$ cat config.mk
export PLATFORM = sky130hd
export DESIGN_NAME = sad_min_search
export DESIGN_NICKNAME = d
export VERILOG_FILES = /design/src/rtl/sad_pkg.sv /design/src/rtl/sad_min_acc.sv /design/src/rtl/sad_min_search.sv
export SDC_FILE = /design/constraint.sdc
export NUM_CORES = 1
export LEC_CHECK = 0
export CAP_MARGIN = 5
export CORE_MARGIN = 2
export CORE_UTILIZATION = 60
export DETAILED_ROUTE_END_ITERATION = 7
export DONT_BUFFER_PORTS = 1
export PLACE_DENSITY = 0.85
export SLEW_MARGIN = 40
export SYNTH_ARGS = -nofsm -noshare
export SYNTH_HDL_FRONTEND = slang
export SYNTH_SLANG_ARGS = --single-unit
$ cat constraint.sdc
create_clock -name Clk -period 5.63 [get_ports Clk]
set_input_delay 0.563 -clock Clk [delete_from_list [all_inputs] [get_ports Clk]]
set_output_delay 0.563 -clock Clk [all_outputs]
set_load 0.02 [all_outputs]
$ cat src/rtl/sad_pkg.sv
//------------------------------------------------------------------------------
// Module  : sad_pkg
// Brief   : Constants, state encoding and RW encoding shared by the SAD blocks
// Revision: 1.0
//------------------------------------------------------------------------------
`default_nettype none

package sad_pkg;

  localparam int C_A_WIDTH   = 7;
  localparam int C_D_WIDTH   = 32;
  localparam int NUM_ENTRIES = 128;
  localparam int CNT_WIDTH   = 8;

  localparam logic RW_READ  = 1'b0;
  localparam logic RW_WRITE = 1'b1;

  typedef enum logic [1:0] {
    IDLE  = 2'd0,
    SCAN  = 2'd1,
    DRAIN = 2'd2,
    DONE  = 2'd3
  } state_t;

endpackage

`default_nettype wire

$ cat src/rtl/sad_min_acc.sv
//------------------------------------------------------------------------------
// Module  : sad_min_acc
// Brief   : Running minimum / index / below-threshold count over a read stream
// Revision: 1.0
//------------------------------------------------------------------------------
`default_nettype none

module sad_min_acc #(
  parameter int A_W   = 7,
  parameter int D_W   = 32,
  parameter int CNT_W = 8
) (
  input  logic             Clk,
  input  logic             Rst,
  input  logic             Clear,
  input  logic [D_W-1:0]   Thresh,
  input  logic             Vld,
  input  logic [D_W-1:0]   Data,
  input  logic [A_W-1:0]   Idx,
  input  logic             Commit,
  output logic [D_W-1:0]   Min_SAD,
  output logic [A_W-1:0]   Min_Idx,
  output logic [CNT_W-1:0] Below_Cnt
);

  logic [D_W-1:0]   r_thresh;
  logic [D_W-1:0]   r_min;
  logic [A_W-1:0]   r_idx;
  logic [CNT_W-1:0] r_cnt;
  logic             r_first;

  logic             w_take;
  logic             w_below;
  logic [D_W-1:0]   w_min_nxt;
  logic [A_W-1:0]   w_idx_nxt;
  logic [CNT_W-1:0] w_cnt_nxt;

  // Strict less-than keeps the earlier index on ties
  assign w_take    = Vld && (r_first || (Data < r_min));
  assign w_below   = Vld && (Data < r_thresh);
  assign w_min_nxt = w_take ? Data : r_min;
  assign w_idx_nxt = w_take ? Idx  : r_idx;
  assign w_cnt_nxt = r_cnt + CNT_W'(w_below);

  always_ff @(posedge Clk or negedge Rst) begin
    if (!Rst) begin
      r_thresh <= '0;
      r_min    <= '0;
      r_idx    <= '0;
      r_cnt    <= '0;
      r_first  <= 1'b0;
    end else if (Clear) begin
      r_thresh <= Thresh;
      r_min    <= '0;
      r_idx    <= '0;
      r_cnt    <= '0;
      r_first  <= 1'b1;
    end else if (Vld) begin
      r_min    <= w_min_nxt;
      r_idx    <= w_idx_nxt;
      r_cnt    <= w_cnt_nxt;
      r_first  <= 1'b0;
    end
  end

  // The last entry is consumed on the commit edge, so publish the next-state values
  always_ff @(posedge Clk or negedge Rst) begin
    if (!Rst) begin
      Min_SAD   <= '0;
      Min_Idx   <= '0;
      Below_Cnt <= '0;
    end else if (Commit) begin
      Min_SAD   <= w_min_nxt;
      Min_Idx   <= w_idx_nxt;
      Below_Cnt <= w_cnt_nxt;
    end
  end

endmodule

`default_nettype wire

$ cat src/rtl/sad_min_search.sv
//------------------------------------------------------------------------------
// Module  : sad_min_search
// Brief   : Scans the SAD result SRAM for the minimum and a below-threshold count
// Revision: 1.0
//------------------------------------------------------------------------------
`default_nettype none

module sad_min_search #(
  parameter int C_A_WIDTH   = sad_pkg::C_A_WIDTH,
  parameter int C_D_WIDTH   = sad_pkg::C_D_WIDTH,
  parameter int NUM_ENTRIES = sad_pkg::NUM_ENTRIES,
  parameter int CNT_WIDTH   = sad_pkg::CNT_WIDTH
) (
  input  logic                 Clk,
  input  logic                 Rst,
  input  logic                 Go,
  input  logic [C_D_WIDTH-1:0] Thresh,
  output logic [C_A_WIDTH-1:0] C_Addr,
  output logic                 C_RW,
  output logic                 C_En,
  input  logic [C_D_WIDTH-1:0] C_Data,
  output logic                 Busy,
  output logic                 Done,
  output logic [C_D_WIDTH-1:0] Min_SAD,
  output logic [C_A_WIDTH-1:0] Min_Idx,
  output logic [CNT_WIDTH-1:0] Below_Cnt
);

  import sad_pkg::*;

  localparam logic [C_A_WIDTH-1:0] C_LAST_ADDR = C_A_WIDTH'(NUM_ENTRIES - 1);

  state_t               r_state;
  state_t               w_state_nxt;
  logic                 w_go_acc;
  logic [C_A_WIDTH-1:0] w_addr_nxt;

  // Stage 0: address on the SRAM port; stage 1: its read data on C_Data
  logic [1:0]           r_vld;
  logic [C_A_WIDTH-1:0] r_idx [2];

  always_comb begin
    w_state_nxt = r_state;
    w_go_acc    = 1'b0;
    w_addr_nxt  = r_idx[0];
    case (r_state)
      IDLE, DONE: begin
        if (Go) begin
          w_state_nxt = SCAN;
          w_go_acc    = 1'b1;
          w_addr_nxt  = '0;
        end
      end
      SCAN: begin
        if (r_idx[0] == C_LAST_ADDR) begin
          w_state_nxt = DRAIN;
        end else begin
          w_addr_nxt = r_idx[0] + C_A_WIDTH'(1);
        end
      end
      DRAIN:   w_state_nxt = DONE;
      default: w_state_nxt = IDLE;
    endcase
  end

  always_ff @(posedge Clk or negedge Rst) begin
    if (!Rst) begin
      r_state <= IDLE;
    end else begin
      r_state <= w_state_nxt;
    end
  end

  always_ff @(posedge Clk or negedge Rst) begin
    if (!Rst) begin
      r_vld    <= '0;
      r_idx[0] <= '0;
      r_idx[1] <= '0;
    end else begin
      r_vld    <= {r_vld[0], (w_state_nxt == SCAN)};
      r_idx[0] <= w_addr_nxt;
      r_idx[1] <= r_idx[0];
    end
  end

  assign C_Addr = r_idx[0];
  assign C_En   = r_vld[0];
  assign C_RW   = RW_READ;
  assign Busy   = (r_state == SCAN) || (r_state == DRAIN);
  assign Done   = (r_state == DONE);

  sad_min_acc #(
    .A_W   (C_A_WIDTH),
    .D_W   (C_D_WIDTH),
    .CNT_W (CNT_WIDTH)
  ) u_acc (
    .Clk       (Clk),
    .Rst       (Rst),
    .Clear     (w_go_acc),
    .Thresh    (Thresh),
    .Vld       (r_vld[1]),
    .Data      (C_Data),
    .Idx       (r_idx[1]),
    .Commit    (r_state == DRAIN),
    .Min_SAD   (Min_SAD),
    .Min_Idx   (Min_Idx),
    .Below_Cnt (Below_Cnt)
  );

endmodule

`default_nettype wire

# Word-level counts from Yosys, hierarchy flattened
# Cells that the tools add are included.
# W data, S select, Z words.
# classes
add_sub_neg	2
n_eq_ne	7
n_reduce_logical	9
n_mux	18
magnitude_cmp	2
# op_table
op	n
$mux W32	3
$lt A32 B32 Y1	2
$mux W7	5
$mux W8	2
$pmux W7 S2	1
$add A8 B1 Y8	1
$add A7 B1 Y7 const B	1
$eq A7 B7 Y1 const B	1
$pmux W2 S3	1
$eq A2 B1 Y1 const B	2
$eq A2 B2 Y1 const B	2
$mux W1	4
$mux W2	2
$ne A2 B2 Y1 const B	2
$reduce_bool A2 Y1	2
$reduce_and A3 Y1	1
$logic_and A1 B1 Y1	2
$logic_not A2 Y1	1
$logic_or A1 B1 Y1	2
$reduce_or A2 Y1	1
# totals
reg_bits	145
wordCells	50
output_inout_bits	58
in_bits	67

# Depth between registers and ports, before layout
# Gate-level depths: netlist (run 1).
# logic_depth
ltp_word	6
depth_mapped	14
mapped_depth_nobuf	14

# Hierarchy
# A second synthesis (run 1) with hierarchy kept.
# unflattened
hier_cells	719
hier_area_um2	7239.4
# by_module_without_submodules
mod	cells_each	n_inst	seq_area_each_um2	area_per_inst_um2
sad_min_acc	641	1	3178.0	6358.6
sad_min_search	78	1	450.4	880.8

# Least setup slack after synthesis (run 1)
# Ideal clock, no wire load.
# synth_timing
kind	input to register
startpoint	input port C_Data[19]
endpoint	register u_acc.Below_Cnt[7]
path_buffers	0
t_arrival_ns	2.802
cell_stages	12
setup_ns	0.077
path_slack_ns	2.751
t_required_ns	5.553
path_cell_list	ha_1 -> and3_1 -> a2111oi_0 -> o21ai_0 -> a211o_1 -> a21oi_1 -> ha_1 -> and3_1 -> and3_1 -> nand3_1 -> xor2_1 -> a21oi_1
# synth_via
elab_chain_len	3
# synth_lines
element	line	text
start, declared	sad_min_search.sv:21	input logic [C_D_WIDTH-1:0] C_Data,
$lt A32 B32 Y1	sad_min_acc.sv:40	assign w_below = Vld && (Data < r_thresh);
$logic_and A1 B1 Y1	sad_min_acc.sv:40	
$add A8 B1 Y8	sad_min_acc.sv:43	assign w_cnt_nxt = r_cnt + CNT_W'(w_below);
end signal, assigned	sad_min_acc.sv:75	Below_Cnt <= w_cnt_nxt;
end, declared	sad_min_acc.sv:23	output logic [CNT_W-1:0] Below_Cnt
# No other way between the ends.
# A chain may end at the register's enable or synchronous reset.

# Worst setup path in the final report (run 1)
# layout_timing
startpoint	register u_acc.r_thresh[18]
endpoint	register u_acc.Below_Cnt[6]
# layout_via
elab_chain_len	3
# layout_lines
element	line	text
start, declared	sad_min_acc.sv:26	logic [D_W-1:0] r_thresh;
start signal, assigned	sad_min_acc.sv:53	r_thresh <= Thresh;
$lt A32 B32 Y1	sad_min_acc.sv:40	
$logic_and A1 B1 Y1	sad_min_acc.sv:40	
$add A8 B1 Y8	sad_min_acc.sv:43	
# No other way between the ends.

==> results of run 1 <==
## critical path, delay by kind of cell, from the launching register on
kind	cells	cell delay (ns)
buffers and inverters	1	0.08
AO/OA/AOI/OAI	6	1.43
adder cells (fa/ha/maj)	3	0.70
XOR/XNOR	1	0.17
AND/OR/NAND/NOR	3	0.45
flip-flops	1	0.37
## layout make-up
| type | instances | share of cell area |
|---|---|---|
| repair buffers | 8 | 0.01454 |
| clock inverters | 12 | 0.01176 |
| flip-flops and latches | 145 | 0.4486 |
| inverters | 72 | 0.03341 |
| multi-input cells | 522 | 0.4114 |
| clock buffers | 18 | 0.05429 |
| well taps | 168 | 0.02599 |
## report_power, final
part | internal, uW | switching, uW | leakage [uW]
Clock | 607 | 425 | 0.000270
Combinational | 289 | 527 | 0.00198
Sequential | 1180 | 67.4 | 0.00150
## Yosys cell counts, types with 2 or more instances
library cell / n / area share
nand4_1: 15 / 0.013
o21ai_2: 10 / 0.012
a31oi_1: 39 / 0.033
o21a_1: 2 / 0.0020
clkbuf_1: 27 / 0.014
nand2b_1: 2 / 0.0017
clkbuf_2: 2 / 0.0013
nor2b_1: 3 / 0.0025
nand2_1: 56 / 0.028
buf_4: 12 / 0.012
and2_1: 2 / 0.0017
xnor2_1: 5 / 0.0059
mux2i_1: 4 / 0.0054
o21ai_0: 78 / 0.052
nor3_1: 4 / 0.0027
inv_1: 72 / 0.036
mux2_2: 2 / 0.0030
nor2_1: 66 / 0.033
and3_1: 5 / 0.0042
dfrtp_1: 145 / 0.48
a21oi_1: 70 / 0.047
o221ai_1: 2 / 0.0023
buf_6: 2 / 0.0030
nor4_1: 3 / 0.0025
xor2_1: 9 / 0.011
buf_2: 5 / 0.0033
nand3_1: 48 / 0.032
a21o_1: 8 / 0.0080
ha_1: 68 / 0.11
## kinds of logic (layout without fill, tap and decap cells)
group | Yosys count | count (layout) | synth area share
mux | 6 | 6 | 0.008360
other cells | 1 | 1 | 0.0005011
buf+inv | 122 | 110 | 0.07256
compound gates | 225 | 225 | 0.1757
fa+ha+maj | 68 | 68 | 0.1137
flops | 145 | 145 | 0.4849
simple gates | 208 | 208 | 0.1279
xor+xnor | 14 | 14 | 0.01639
## registers in the layout (all words and copies together), names as in the netlist
register,cells
u_acc.r_min,32
r_vld,2
r_idx,7
u_acc.r_first,1
u_acc.r_cnt,8
C_Addr,7
u_acc.Below_Cnt,8
r_state,2
u_acc.r_idx,7
u_acc.Min_SAD,32
u_acc.r_thresh,32
u_acc.Min_Idx,7
## final timing paths
| kind | from | to | depth (start not counted) |
|---|---|---|---|
| max in group asynchronous | Rst | u_acc.r_thresh[2]$_DFFE_PN0P_ | 1 |
| worst min register to register | u_acc.r_thresh[0]$_DFFE_PN0P_ | u_acc.r_thresh[0]$_DFFE_PN0P_ | 2 |
| min in group Clk | Thresh[13] | u_acc.r_thresh[13]$_DFFE_PN0P_ | 2 |
| worst max-delay path | u_acc.r_thresh[18]$_DFFE_PN0P_ | u_acc.Below_Cnt[6]$_DFFE_PN0P_ | 14 |
| worst max register to register | u_acc.r_thresh[18]$_DFFE_PN0P_ | u_acc.Below_Cnt[6]$_DFFE_PN0P_ | 14 |
| worst min-delay path | Rst | u_acc.Min_SAD[23]$_DFFE_PN0P_ | 1 |
## routing by layer
layer  vias to the layer above  part of all wire  global-route usage
li1                       2700                 -                   -
met5                         -                 0                   0
met3                        32             0.083             0.09885
met1                      2852              0.41              0.3378
met2                       249              0.50              0.4499
met4                         0             0.016              0.1000
## per-stage QoR
stage                     hold slack, ns  area (um^2)  utilization  total power [uW]
after floorplan                   0.2674         7483            -              1871
after CTS                         0.1742         8089       0.6679              3098
after detailed placement          0.2735         7527       0.6215              2040
after global placement            0.2733         7466       0.6164              1979
final                             0.1307         8089       0.6679              3096
after global routing              0.1941         8089       0.6679              3275
==> key figures, run 1 <==
Global routing
  • Largest net degree at the start of global routing: 146
  • Number of global-route vias before repair: 5788
  • Total congestion overflow: 0
  • Initial antenna violation count: 0
  • Wire length of the first global-routing pass: 28320 um
  • Total global-route track usage: 0.2748

Finish
  • Final nets: 901
  • Multi-input logic area: 0.003328 mm^2
  • Most common cell after layout, fill and taps aside: dfrtp_1
  • N_diodes: 0
  • Synth-to-Final Area Change: 8.092%
  • FF+latch area: around 0.0036 mm^2
  • Commonest non-fill, non-tap cells in the layout: 145 x dfrtp_1, 78 x o21ai_0, 72 x inv_1
  • Fillers: just over 900
  • Final cell count without fillers: 945
  • Proportion of layout cells with a drive suffix above 1: 0.07465

STA
  • Worst Tran Pin Value: 0.7939 ns
  • Unrepaired setup endpoints after global routing: no
  • Final period demand of the worst path: ~3.3 ns
  • F_max: 305.4 MHz
  • Max_slew headroom: 0.4695
  • Final setup vio count: 0
  • Fin. max-slew vios: 0
  • Tcrit/Tclk final: 0.5815
  • Post-route setup TNS: 0 ns
  • Post-route clock skew: 0.01087 ns
  • Final hold vios: 0
  • Final WS setup: 2.356 ns

Route
  • Via count: just under 6k
  • Final ANT Viol Nets: 0
  • Routed len/inst: 18.90 um
  • 1st-iter DRT viols: 671
  • DRT Pass-1 Iters: 5
  • Detailed-route DRC error count: 0
  • Vias/cell: 6.172
  • Final WL: 17860 um

Critical path
  • Largest stage delay on the critical path: 0.37 ns
  • Critical Path Source Type: register
  • Worst Setup End Kind: register
  • Worst Path Required: 5.98 ns
  • Crit Path Max Fanout: 4
  • CP max stage cell: dfrtp_1
  • Worst Path Arrival: 3.62 ns
  • R2R Setup Slk: 2.36 ns
  • Crit path cell chain: inv_1 > ha_1 > a21oi_1 > nor2b_1 > a2111oi_0 > o21ai_0 > a211o_1 > a21oi_1 > ha_1 > ha_1 > and3_1 > nand3_1 > xor2_1 > a21oi_1
  • WS Path Type: register to register

Logic synthesis
  • Synth unique cells: 52
  • Dominant synthesized flop cell: dfrtp_1
  • Post-Syn Area: 0.007483 mm^2
  • Post-synthesis sequential area ratio: 0.4849
  • Post-synth EDFFs: 0
  • Net Count, Synth: 924
  • Yosys warnings: 0
  • Cells after Synth: 789
  • Yosys reg bits: 145
  • Mean area per synthesized cell: 9.485 um^2
  • FFs w/ async S/R, synth: 1.000

Clock network
  • Post-CTS sizing: 0
  • Clock sinks: 145
  • CTS buffer count: 17
  • CTS H-tree depth: 4
  • Insertion delay to the later sink of the worst-skew pair: 0.43 ns
  • Root buffer cell: clkbuf_16
  • Post-CTS Setup Bufs: 0
  • Cts hold-fix bufs: 1
  • CTS clk-pin slew, worst paths: approximately 0.06 ns
  • CTS tree: yes
  • CTS max path bufs: 2

Pwr
  • P_leak: between 0.003 and 0.004 uW
  • Peak supply drop: 181.2 uV
  • P per Cell Area: ~380 mW/mm^2

Die
  • Rows: 40
  • Die width: 115.7 um
  • Num ports: 125
  • Die Area: 0.01338 mm^2
  • Core Area: 0.01211 mm^2
  • Die H: 115.7 um
  • Starting Density: 0.6179

Status
  • Status: finished clean

Placed design
  • I/O Buffers: 0
  • Routability cong.: 0.9060
  • Detailed placement HPWL: 12390 um
  • Cell count after placement: 914
  • Place WS: around 2.2 ns

Worst hold path
  • Hold Path Class: primary input to asynchronous set/reset pin

Run
  • Max Cap Viol: 0
(Power assumes the default switching activity.)
==> run 2, diff against run 1 <==
==> constraint.sdc (replaced) <==
create_clock -name Clk -period 3.2 [get_ports Clk]
set_input_delay 0.32 -clock Clk [delete_from_list [all_inputs] [get_ports Clk]]
set_output_delay 0.32 -clock Clk [all_outputs]
set_load 0.02 [all_outputs]
==> run 2 against run 1 <==
Net effect: the flow now finishes with violations (hold timing); core utilization grew 0.26 points; die area is the same; clock power grew 90%; largest cell class unchanged; largest power group unchanged.
==> key figures, run 2 (synthesized netlist as in run 1, its figures left out) <==
Die
  • Starting Density: 0.6179 (unchanged)
  • Die H: 115.7 um (unchanged)
  • Die width: 115.7 um (unchanged)
  • Core Area: 0.01211 mm^2 (unchanged)
  • Num ports: 125 (unchanged)
  • Rows: 40 (unchanged)
  • Die Area: 0.01338 mm^2 (unchanged)

Finish
  • Top Registers: u_acc.Min_SAD: 32 flops, u_acc.r_min: 32 flops, u_acc.r_thresh: 32 flops (unchanged)
  • N_diodes: 0 (unchanged)
  • Proportion of layout cells with a drive suffix above 1: 0.07702 (was 0.07465)
  • Most common cell after layout, fill and taps aside: dfrtp_1 (unchanged)
  • Commonest non-fill, non-tap cells in the layout: 145 x dfrtp_1, 77 x o21ai_0, 72 x inv_1 (was 145 x dfrtp_1, 78 x o21ai_0, 72 x inv_1)
  • Final nets: 901 (unchanged)
  • Synth-to-Final Area Change: 8.510% (was 8.092%)

Clock network
  • CTS tree: yes (unchanged)
  • CTS clk-pin slew, worst paths: 0.06 ns (about the same)
  • CTS H-tree depth: 4 (unchanged)
  • Clock sinks: 145 (unchanged)
  • Cts hold-fix bufs: 1 (unchanged)
  • CTS buffer count: 17 (unchanged)
  • Insertion delay to the later sink of the worst-skew pair: 0.44 ns (was 0.43 ns)
  • Root buffer cell: clkbuf_16 (unchanged)
  • CTS max path bufs: 2 (unchanged)
  • Post-CTS Setup Bufs: 0 (unchanged)

Run
  • Max Cap Viol: 0 (unchanged)

Route
  • Vias/cell: 6.190 (was 6.172)
  • Detailed-route DRC error count: 0 (unchanged)
  • 1st-iter DRT viols: 480 (was 671)
  • DRT Pass-1 Iters: 5 (unchanged)
  • Final ANT Viol Nets: 0 (unchanged)
  • Via count: 5862 (was 5833)
  • Final WL: 17850 um (was 17860 um)
  • Routed len/inst: 18.84 um (was 18.90 um)

Global routing
  • Total global-route track usage: 0.2755 (was 0.2748)
  • Number of global-route vias before repair: 5880 (was 5788)
  • Largest net degree at the start of global routing: 146 (unchanged)
  • Total congestion overflow: 0 (unchanged)
  • Initial antenna violation count: 0 (unchanged)
  • Wire length of the first global-routing pass: 28560 um (was 28320 um)

Critical path
  • Critical Path Source Type: register (unchanged)
  • R2R Setup Slk: 0.14 ns (was 2.36 ns)
  • Worst Path Required: 3.49 ns (was 5.98 ns)
  • Crit Path Max Fanout: 4 (unchanged)
  • WS Path Type: register to register (unchanged)
  • FF-to-FF path depth: 13 (was 14)
  • Critical Path Start: u_acc.r_thresh[19]$_DFFE_PN0P_ (was u_acc.r_thresh[18]$_DFFE_PN0P_)
  • Worst Path Arrival: 3.35 ns (was 3.62 ns)
  • Crit Reg-Reg Endpoint: u_acc.Below_Cnt[6]$_DFFE_PN0P_ (unchanged)
  • Worst Setup End Kind: register (unchanged)
  • R2r startpoint: u_acc.r_thresh[19]$_DFFE_PN0P_ (was u_acc.r_thresh[18]$_DFFE_PN0P_)

STA
  • Max_slew headroom: 0.4433 (was 0.4695)
  • Hold WS: -0.4127 ns (was 0.1307 ns)
  • Worst Tran Pin Value: 0.8351 ns (was 0.7939 ns)
  • F_max: 326.9 MHz (was 305.4 MHz)
  • Final setup vio count: 0 (unchanged)
  • Final period demand of the worst path: 3.059 ns (was 3.274 ns)
  • Post-route setup TNS: 0 ns (unchanged)
  • Fin. max-slew vios: 0 (unchanged)
  • Tcrit/Tclk final: 0.9559 (was 0.5815)
  • Unrepaired setup endpoints after global routing: no (unchanged)
  • Final hold vios: 145 (was 0)
  • Final WS setup: 0.1412 ns (was 2.356 ns)
  • Post-route clock skew: 0.02002 ns (was 0.01087 ns)

Pwr
  • Peak supply drop: 320.9 uV (was 181.2 uV)
  • P per Cell Area: 688.2 mW/mm^2 (was 382.7 mW/mm^2)
  • Part of the power in registers: 0.394 (was 0.403)
  • Internal Power: 3775 uW (was 2077 uW)
  • P_leak: 0.003758 uW (was 0.003759 uW)
  • Clock Power Share: 0.351 (was 0.333)
  • Sw Share: 0.3245 (was 0.3291)
  • Switch Pwr: 1813 uW (was 1019 uW)
  • Combinational share of power: 0.255 (was 0.264)

Placed design
  • Detailed placement HPWL: 12100 um (was 12390 um)
  • Place WS: -0.03951 ns (was 2.220 ns)
  • I/O Buffers: 0 (unchanged)
  • Routability cong.: 0.9073 (was 0.9060)

Status
  • Status: finished with violations (was finished clean)
  • Failing checks: hold timing

Worst hold path
  • Hold Path Class: primary input to asynchronous set/reset pin (unchanged)
-- run 2: changes by cell type in the layout (fill, tap and decap cells not counted), sizes merged --
cell | previous run | this run
clkinvlp | 1 | 2
clkbuf | 18 | 20
bufinv | 1 | 2
clkinv | 10 | 6
dlygate4sd3 | 0 | 1
buf | 8 | 7
inv | 72 | 74
-- run 2: per-layer routing --
layer,wire [um],global-route usage
met5,0,0
met3,1320,0.07793
met4,430,0.1190
met1,7380,0.3383
met2,8713,0.4577
-- run 2: critical path: stages, from the launching register on --
cell and delay (ns):
dfrtp_1 0.36, inv_1 0.07, ha_1 0.24, and3_1 0.22, a2111oi_2 0.39, o21ai_1 0.16, a211o_1 0.26, a21oi_2 0.18
ha_1 0.22, ha_1 0.22, and3_2 0.25, nand3_1 0.10, xor2_1 0.16, a21oi_1 0.08
-- run 2: area by class of cell --
cell class | count | area [um^2]
Timing Repair Buffer | 8 | 87.58
Inverter | 72 | 270.3
Clock buffer | 20 | 446.7
Fill cell | 910 | 3991
Multi-Input combinational cell | 522 | 3343
Clock inverter | 12 | 133.9
Tap cell | 168 | 210.2
Sequential cell | 145 | 3628
-- run 2: stage by stage --
stage / hold WS [ns] / instance area (um^2) / utilization / std cells / power [uW]
floorplan: 0.02441 / 7483 / - / 789 / 3292
global placement: 0.02995 / 7513 / 0.6204 / 914 / 3518
detailed placement: 0.02850 / 7513 / 0.6204 / 914 / 3612
CTS: -0.4228 / 8105 / 0.6692 / 947 / 5565
global route: -0.4293 / 8120 / 0.6705 / 947 / 5903
finish: -0.4127 / 8120 / 0.6705 / 947 / 5588
-- run 2: timing repair --
item	4_1_cts	5_1_grt
endpoints found under the hold margin	146	145
gates resized for setup	2	4
setup endpoints to repair	4	6
-- run 2: power by group through the flow --
stage / clock network [uW] / logic, uW / registers (uW)
finish: 1960 / 1420 / 2200
global route: 2060 / 1630 / 2220
CTS: 1970 / 1400 / 2190
detailed placement: 0 / 1390 / 2220
global placement: 0 / 1310 / 2210
floorplan: 0 / 1100 / 2190
-- run 2: how the worst max path moves through the flow --
stage                                     endpoint  slack, ns  depth (start not counted)
finish              u_acc.Below_Cnt[6]$_DFFE_PN0P_       0.14                         13
global route        u_acc.Below_Cnt[7]$_DFFE_PN0P_       0.01                         13
CTS                 u_acc.Below_Cnt[6]$_DFFE_PN0P_       0.02                         13
detailed placement  u_acc.Below_Cnt[7]$_DFFE_PN0P_      -0.04                         13
global placement    u_acc.Below_Cnt[7]$_DFFE_PN0P_       0.24                         13
floorplan           u_acc.Below_Cnt[7]$_DFFE_PN0P_       0.55                         13
